### config.mk
export PLATFORM = sky130hd
export DESIGN_NAME = wb_mem_sequencer
export DESIGN_NICKNAME = d
export VERILOG_FILES = /design/src/rtl/wb_mem_sequencer.sv
export SDC_FILE = /design/constraint.sdc
export NUM_CORES = 1
export LEC_CHECK = 0
export CORE_MARGIN = 10
export CORE_UTILIZATION = 25
export DETAILED_ROUTE_END_ITERATION = 8
export MAX_ROUTING_LAYER = met4
export PLACE_DENSITY_LB_ADDON = 0.15
export SETUP_SLACK_MARGIN = 0.4
export SKIP_CTS_REPAIR_TIMING = 1
export SLEW_MARGIN = 20
export SYNTH_ARGS = -nofsm -noshare
export SYNTH_HDL_FRONTEND = slang
export SYNTH_SLANG_ARGS = --single-unit
### constraint.sdc
create_clock -name clk -period 2.2 [get_ports clk]
set_clock_uncertainty 0.2 [all_clocks]
set_input_delay 0.22 -clock clk [delete_from_list [all_inputs] [get_ports clk]]
set_output_delay 0.22 -clock clk [all_outputs]
set_load 0.01 [all_outputs]
### src/rtl/wb_mem_sequencer.sv
// ============================================================================
// Module  : wb_mem_sequencer
// Brief   : Serialises up to four writeback store operands into the WBAQ,
//           one per cycle, lowest operand index first.
// Revision: 1.0 - initial release
// ============================================================================
`default_nettype none

module wb_mem_sequencer #(
    parameter int DATA_WIDTH = 64,
    parameter int ADDR_WIDTH = 32
) (
    input  logic                    clk,
    input  logic                    rst,
    input  logic                    valid_in,
    input  logic [3:0]              mem_req,
    input  logic [4*DATA_WIDTH-1:0] inp_data,
    input  logic [4*ADDR_WIDTH-1:0] inp_addr,
    input  logic [1:0]              inp_size,
    input  logic                    flush,
    input  logic                    wbaq_full,
    output logic                    wbaq_wr,
    output logic [DATA_WIDTH-1:0]   wbaq_data,
    output logic [ADDR_WIDTH-1:0]   wbaq_addr,
    output logic [1:0]              wbaq_size,
    output logic                    stall,
    output logic                    done,
    output logic                    busy
);

    typedef enum logic [0:0] {
        S_IDLE  = 1'b0,
        S_ISSUE = 1'b1
    } state_t;

    state_t                  r_state;
    state_t                  w_state_nxt;
    logic [3:0]              r_pend;
    logic [3:0]              w_pend_nxt;
    logic [4*DATA_WIDTH-1:0] r_data;
    logic [4*ADDR_WIDTH-1:0] r_addr;
    logic [1:0]              r_size;

    logic                    w_capture;
    logic                    w_issue;
    logic [1:0]              w_sel;
    logic [3:0]              w_sel_oh;
    logic [3:0]              w_pend_left;

    // Lowest-index pending operand wins; scan downward so the last hit is the lowest.
    always_comb begin
        w_sel    = 2'd0;
        w_sel_oh = 4'd0;
        for (int i = 3; i >= 0; i--) begin
            if (r_pend[i]) begin
                w_sel    = 2'(i);
                w_sel_oh = 4'b0001 << i;
            end
        end
    end

    assign w_capture   = (r_state == S_IDLE) && valid_in && !flush && (mem_req != 4'd0);
    assign w_issue     = (r_state == S_ISSUE) && (r_pend != 4'd0) && !wbaq_full;
    assign w_pend_left = r_pend & ~w_sel_oh;

    always_comb begin
        w_state_nxt = r_state;
        w_pend_nxt  = r_pend;
        case (r_state)
            S_IDLE: begin
                if (w_capture) begin
                    w_state_nxt = S_ISSUE;
                    w_pend_nxt  = mem_req;
                end
            end
            S_ISSUE: begin
                // flush and new requests are deliberately not looked at here:
                // the instruction has already committed.
                if (r_pend == 4'd0) begin
                    w_state_nxt = S_IDLE;
                end else if (w_issue) begin
                    w_pend_nxt = w_pend_left;
                    if (w_pend_left == 4'd0) begin
                        w_state_nxt = S_IDLE;
                    end
                end
            end
            default: begin
                w_state_nxt = S_IDLE;
                w_pend_nxt  = 4'd0;
            end
        endcase
    end

    always_ff @(posedge clk or negedge rst) begin
        if (!rst) begin
            r_state <= S_IDLE;
            r_pend  <= 4'd0;
            r_data  <= '0;
            r_addr  <= '0;
            r_size  <= 2'd0;
        end else begin
            r_state <= w_state_nxt;
            r_pend  <= w_pend_nxt;
            if (w_capture) begin
                r_data <= inp_data;
                r_addr <= inp_addr;
                r_size <= inp_size;
            end
        end
    end

    // Enqueue payload is zeroed whenever no write is strobed.
    assign wbaq_wr   = w_issue;
    assign wbaq_data = w_issue ? r_data[w_sel*DATA_WIDTH +: DATA_WIDTH] : '0;
    assign wbaq_addr = w_issue ? r_addr[w_sel*ADDR_WIDTH +: ADDR_WIDTH] : '0;
    assign wbaq_size = w_issue ? r_size : 2'd0;
    assign done      = w_issue && (w_pend_left == 4'd0);
    assign stall     = (r_state == S_ISSUE);
    assign busy      = (r_state == S_ISSUE);

endmodule

`default_nettype wire

==> metrics.md, run 1 <==
| Metric | Value |
|---|---|
| Nature of the critical path endpoint | primary output |
| RSZ-0062 raised after global routing | true |
| Yosys warning count | 0 |
| Setup ws final | -0.584 ns |
| P&R area growth vs syn | 57.7% |
| Clock Sink Count | 391 |
| Sequential share of the synthesized area | 0.530 |
| TritonCTS clock tree | done |
| Crit Path Class | reg2out |
| Max FO, Critical Path | 6 |
| Post-route insts no fill | 2838 |
| Worst VDD drop | 0.560 mV |
| First-pass GRT wire length | 98.4 mm |
| Die height | 292 um |
| Largest net degree at the start of global routing | 56 |
| Max Cap Viol | 0 |
| Yosys top cell by area | dfrtp_1 |
| Worst skew pair latency | 0.58 ns |
| DR WL/cell | 25.6 um |
| CTS Buffer Depth | 3 |
| Status | finished, violations left |
| Reg clk slew, reported paths | 0.06 ns |
| Ys flop type | dfrtp_1 |
| Pwr/cell area | 1220 nW/um^2 |
| CORE AREA | 73100 um^2 |
| Hold/Removal Path Class | in2reg |
| Starting DRC count in detailed routing | 516 |
| Lkg Pwr | 12.2 nW |
| H-tree depth | 2 |
| Slew Limit Fails | 0 |
| Initial core utilization | 0.252 |
| DR pass1 iterations | 5 |
| RD Place Congestion | 0.801 |
| Max-slew headroom | 0.683 |
| Final worst-path cycle share | 1.27 |
| Setup TNS | -147.02 ns |
| Gr ovfl total | 0 |
| Number of synthesized flops with an enable pin | 0 |
| Min Hold Slack | 0.0411 ns |
| Required @ worst endpoint | 1.78 ns |
| Cells after synthesis | 1204 |
| Fin crit period | 2.78 ns |
| Highest Clock Rate | 359 MHz |
| Die X | 292 um |
| Post-Syn Area | 18500 um^2 |
| CP arrival | 2.36 ns |
| Fraction of layout cells with a size suffix above 1 | 0.502 |
| Synth top area share | 0.530 |
| Place WS | -0.769 ns |
| # setup viols final | 491 |
| Drt total wl | 72.8 mm |
| # placed instances | 2667 |
| Vias/cell | 4.55 |
| Number of buffers added on ports | 496 |
| Top Ports | 497 |
| Most common cell after layout, fill and taps aside | clkdlybuf4s50_1 |
| Final ANT Viol Nets | 0 |
| Initial antenna violation count | 18 |
| Vias in the first global route | 14100 |
| Syn Area/Cell | 15.3 um^2 |
| Most frequent cells in the layout | 395 x clkdlybuf4s50_1, 390 x dfrtp_1, 341 x mux2_4, 99 x a22oi_1, 93 x a22oi_2 |
| Cell Rows | 99 |
| DRC viols | 0 |
| Critical Path Start Type | flop |
| Final Hold Fails | 0 |
| Slew at the pin closest to its max-slew limit | 0.473 ns |
| Distinct cells, synth | 33 |
| Overall Global Routing Usage | 0.156 |
| Top cells by area, synth | dfrtp_1 53%, mux2_4 28%, a22oi_1 7.8%, mux2_2 3.1%, o21ai_0 1.6% |
| Syn Nets | 1599 |
| HPWL Detailed | 49.4 mm |
| Via count | 12900 |
| DIE AREA | 85100 um^2 |
| CTS buffer count | 49 |
| Failing checks | negative setup slack |
| Nets@finish | 2222 |
| Post-synthesis async set-or-reset flop share | 1.00 |
| Root cell of the clock tree | clkbuf_16 |
| Synth Register Bits | 391 |
registers in the layout (all words and copies together), names as in the netlist:
register  flops
r_addr      128
r_data      256
r_pend        4
r_size        2
busy          1
power breakdown:
group / internal (mW) / switching (mW) / total [mW] / leakage, nW
sequential: 10.6 / 2.32 / 12.9 / 4.58
combinational: 8.56 / 5.69 / 14.2 / 6.85
clock: 4.99 / 3.24 / 8.23 / 0.785
routing by layer:
layer / part of all wire / track usage / up-vias
li1: - / - / 5799
met1: 0.44 / 0.193 / 6678
met2: 0.49 / 0.256 / 374
met3: 0.058 / 0.0390 / 58
met4: 0.013 / 0.0348 / 0
met5: 0 / - / -
final cells by class:
class                           count  area, um^2
Timing Repair Buffer              675        7440
Antenna cell                       17        42.5
Clock buffer                       72        1450
Fill cell                        6789       44000
Tap cell                          959        1200
Multi-Input combinational cell    707        8990
Clock inverter                     14         186
Inverter                            3        11.3
Sequential cell                   391        9790
per-stage QoR:
stage | util | area (um^2) | total power [mW]
finish | 0.398 | 29100 | 35.4
global placement | 0.353 | 25800 | 25.3
CTS | 0.375 | 27400 | 34.0
detailed placement | 0.353 | 25800 | 25.5
floorplan | - | 19200 | 20.6
global route | 0.398 | 29100 | 37.3
synth_stat cells (2+ instances only):
| cell | instances |
|---|---|
| o21ai_0 | 60 |
| buf_12 | 3 |
| a22oi_1 | 192 |
| mux2_2 | 50 |
| nor2b_1 | 2 |
| o311ai_0 | 2 |
| o21ai_1 | 40 |
| and2_1 | 2 |
| buf_8 | 15 |
| clkbuf_1 | 39 |
| maj3_1 | 2 |
| clkbuf_2 | 2 |
| buf_6 | 26 |
| nor2_1 | 3 |
| mux2_4 | 340 |
| buf_2 | 16 |
| buf_4 | 2 |
| dfrtp_1 | 391 |
| inv_1 | 3 |
worst max-delay path: stages, from the launching register on:
cell and delay, ns:
dfrtp_1 0.39, or4_4 0.56, buf_12 0.17, buf_16 0.15, buf_6 0.12, buf_12 0.13
o21ai_4 0.13, buf_6 0.12
worst paths after layout:
path	start	endpoint	slack (ns)	cells past startpoint
max in group asynchronous	rst	r_addr[116]$_DFFE_PN0P_	0.71	3
min in group asynchronous	rst	r_data[143]$_DFFE_PN0P_	0.19	3
max reg2reg	busy$_DFF_PN0_	r_addr[8]$_DFFE_PN0P_	-0.32	8
min reg2reg	r_data[253]$_DFFE_PN0P_	r_data[253]$_DFFE_PN0P_	0.31	1
max	r_pend[0]$_DFFE_PN0P_	wbaq_data[5]	-0.58	7
min	inp_data[195]	r_data[195]$_DFFE_PN0P_	0.04	2
cell families after synthesis:
logic type / Yosys count / synth area share
AOI/OAI and AO/OA: 298 / 0.108
adders and majority gates: 2 / 0.00109
muxes: 390 / 0.307
and+or+nand+nor: 17 / 0.00787
buffers and inverters: 106 / 0.0456
DFF: 391 / 0.530
Power figures use the tool's default switching activity.
==> inputs of run 2 (changes only) <==
Settings changed: CTS_CLUSTER_DIAMETER set to 150.
==> results of run 2 <==
No change in the layout: final DEF, timing and power equal those of run 1.
==> inputs of run 3 (changes only) <==
Settings changed: CELL_PAD_IN_SITES_DETAIL_PLACEMENT set to 1, CELL_PAD_IN_SITES_GLOBAL_PLACEMENT set to 1, CORE_ASPECT_RATIO set to 0.9, CTS_CLUSTER_DIAMETER 150 to not set.
==> run 3 against run 2 <==
  * The flow still finishes with violations (negative setup slack)
  * Power is 1.9% lower
  * First-iteration DRC count is 4.3% higher
  * Via count up 0.74%
  * Combinational power barely moved
  * Clock-buffer cell count fell by 1
  * Register-to-register slack got worse by 0.09 ns
  * Global-route usage increased by 0.94 points
==> metrics.md, run 3 (same netlist as run 1, synthesis figures left out) <==
| Metric | Value |
|---|---|
| Status | finished, violations left (unchanged) |
| Failing checks | negative setup slack (unchanged) |
| RSZ-0062 raised after global routing | true (unchanged) |
| Max-slew headroom | 0.592 (was 0.683) |
| Storage element area | 9790 um^2 (unchanged) |
| RD Place Congestion | 0.807 (was 0.801) |
| Vias/cell | 4.58 (was 4.55) |
| Area of the multi-input gates | 8750 um^2 (was 8990 um^2) |
| Fin crit period | 3.19 ns (was 2.78 ns) |
| DRC viols | 0 (unchanged) |
| Number of buffers added on ports | 496 (unchanged) |
| Largest net degree at the start of global routing | 62 (was 56) |
| R2r startpoint | busy$_DFF_PN0_ (unchanged) |
| Crit Path Class | reg2out (unchanged) |
| Die X | 306 um (was 292 um) |
| Worst skew pair latency | 0.57 ns (was 0.58 ns) |
| Most common cell after layout, fill and taps aside | clkdlybuf4s50_1 (unchanged) |
| Final Hold Fails | 0 (unchanged) |
| Reg clk slew, reported paths | 0.05 ns (was 0.06 ns) |
| Final worst-path cycle share | 1.45 (was 1.27) |
| Vias in the first global route | 14700 (was 14100) |
| # setup viols final | 492 (was 491) |
| Max Cap Viol | 0 (unchanged) |
| Worst reg-to-reg setup slack | -0.41 ns (was -0.32 ns) |
| Largest Register | r_data (unchanged) |
| Crit Reg-Reg Endpoint | r_addr[2]$_DFFE_PN0P_ (was r_addr[8]$_DFFE_PN0P_) |
| Die height | 278 um (was 292 um) |
| DIE AREA | 85100 um^2 (about the same) |
| Slew at the pin closest to its max-slew limit | 0.612 ns (was 0.473 ns) |
| TritonCTS clock tree | done (unchanged) |
| CP arrival | 2.77 ns (was 2.36 ns) |
| Max FO, Critical Path | 44 (was 6) |
| Drt total wl | 73.8 mm (was 72.8 mm) |
| Setup ws final | -0.991 ns (was -0.584 ns) |
| Gr ovfl total | 0 (unchanged) |
| Final ANT Viol Nets | 0 (unchanged) |
| CORE AREA | 73200 um^2 (was 73100 um^2) |
| Highest Clock Rate | 313 MHz (was 359 MHz) |
| Max reg flops | 256 (unchanged) |
| Most frequent cells in the layout | 426 x clkdlybuf4s50_1, 390 x dfrtp_1, 340 x mux2_4, 144 x a22oi_1, 90 x buf_4 (was 395 x clkdlybuf4s50_1, 390 x dfrtp_1, 341 x mux2_4, 99 x a22oi_1, 93 x a22oi_2) |
| Required @ worst endpoint | 1.78 ns (about the same) |
| P&R area growth vs syn | 55.4% (was 57.7%) |
| Clock Sink Count | 391 (unchanged) |
| Critical Path Start Type | flop (unchanged) |
| Nets@finish | 2223 (was 2222) |
| DR WL/cell | 26.0 um (was 25.6 um) |
| Initial antenna violation count | 18 (unchanged) |
| Worst VDD drop | 0.532 mV (was 0.560 mV) |
| DR pass1 iterations | 6 (was 5) |
| Lkg Pwr | 12.1 nW (was 12.2 nW) |
| Cell Rows | 94 (was 99) |
| Biggest regs | r_data (256), r_addr (128), r_pend (4) (unchanged) |
| Fraction of layout cells with a size suffix above 1 | 0.458 (was 0.502) |
| H-tree depth | 2 (unchanged) |
| R2r worst-path depth | 8 (unchanged) |
| Starting DRC count in detailed routing | 538 (was 516) |
| Total Power | 34.7 mW (was 35.4 mW) |
| Overall Global Routing Usage | 0.166 (was 0.156) |
| Place WS | -0.726 ns (was -0.769 ns) |
| Slew Limit Fails | 0 (unchanged) |
| HPWL Detailed | 52.8 mm (was 49.4 mm) |
| Top Ports | 497 (unchanged) |
| CTS Buffer Depth | 3 (unchanged) |
| Root cell of the clock tree | clkbuf_16 (unchanged) |
| Via count | 13000 (was 12900) |
| DP Area | 26000 um^2 (was 25800 um^2) |
| Min Hold Slack | 0.0337 ns (was 0.0411 ns) |
| Initial core utilization | 0.252 (about the same) |
| Hold/Removal Path Class | in2async (was in2reg) |
| First-pass GRT wire length | 103 mm (was 98.4 mm) |
| Nature of the critical path endpoint | primary output (unchanged) |
| Pwr/cell area | 1210 nW/um^2 (was 1220 nW/um^2) |
| Design area | 28700 um^2 (was 29100 um^2) |
| Filler cell count | 7474 (was 6789) |
| CTS buffer count | 48 (was 49) |
==> run 3: changes by cell type in the layout (fill, tap and decap cells not counted), sizes merged <==
cell           delta
clkinv            +4
clkdlybuf4s50    +31
clkbuf            -5
dlygate4sd3       -2
clkinvlp          -4
buf              -29
dlymetal6s2s      +6
diode             +2
==> run 3: worst max path at each step <==
| stage | end | depth (start not counted) | from |
|---|---|---|---|
| 2_1_floorplan | r_data[183]$_DFFE_PN0P_ | 5 | busy$_DFF_PN0_ |
| 4_1_cts | wbaq_addr[7] | 5 | r_pend[2]$_DFFE_PN0P_ |
| 5_1_grt | wbaq_data[59] | 5 | busy$_DFF_PN0_ |
| 3_5_place_dp | wbaq_addr[7] | 6 | wbaq_full |
| 3_3_place_gp | wbaq_addr[7] | 6 | wbaq_full |
| 6_report | wbaq_addr[9] | 5 | busy$_DFF_PN0_ |
==> run 3: per-layer routing <==
layer  wire, um  up-vias  GRT usage
met3       3450       79     0.0360
met2      36100      308      0.270
met5          0        -          -
met4       1280        0     0.0434
li1           -     5801          -
met1      33000     6817      0.207
==> run 3: power breakdown <==
group	total (mW)	internal, mW	switching, mW
Sequential	12.8	10.6	2.19
Combinational	14.0	8.33	5.63
Clock	7.99	4.75	3.24
Total	34.7	23.7	11.1
==> run 3: area by class of cell <==
cell class                 instances  area share
inverter                           3    0.000393
clock buffer                      71      0.0477
tap                              960      0.0419
multi-input combinational        707       0.305
antenna                           19     0.00166
sequential                       391       0.341
timing repair buffer             677       0.255
clock inverter                    14     0.00655
==> run 3: worst max-delay path: stages, from the launching register on <==
cell,delay [ns]
dfrtp_1,0.39
nand2b_1,0.09
or4_4,0.53
buf_12,0.20
o21ai_4,0.26
clkdlybuf4s50_1,0.57
==> run 3: through the flow <==
stage / instances / setup TNS [ns] / utilization
6_report: 2842 / -193.82 / 0.392
5_1_grt: 2840 / -215.92 / 0.392
4_1_cts: 2777 / -203.04 / 0.377
3_5_place_dp: 2692 / -167.97 / 0.356
3_3_place_gp: 2692 / -156.34 / 0.356
2_1_floorplan: 1204 / 0 / -
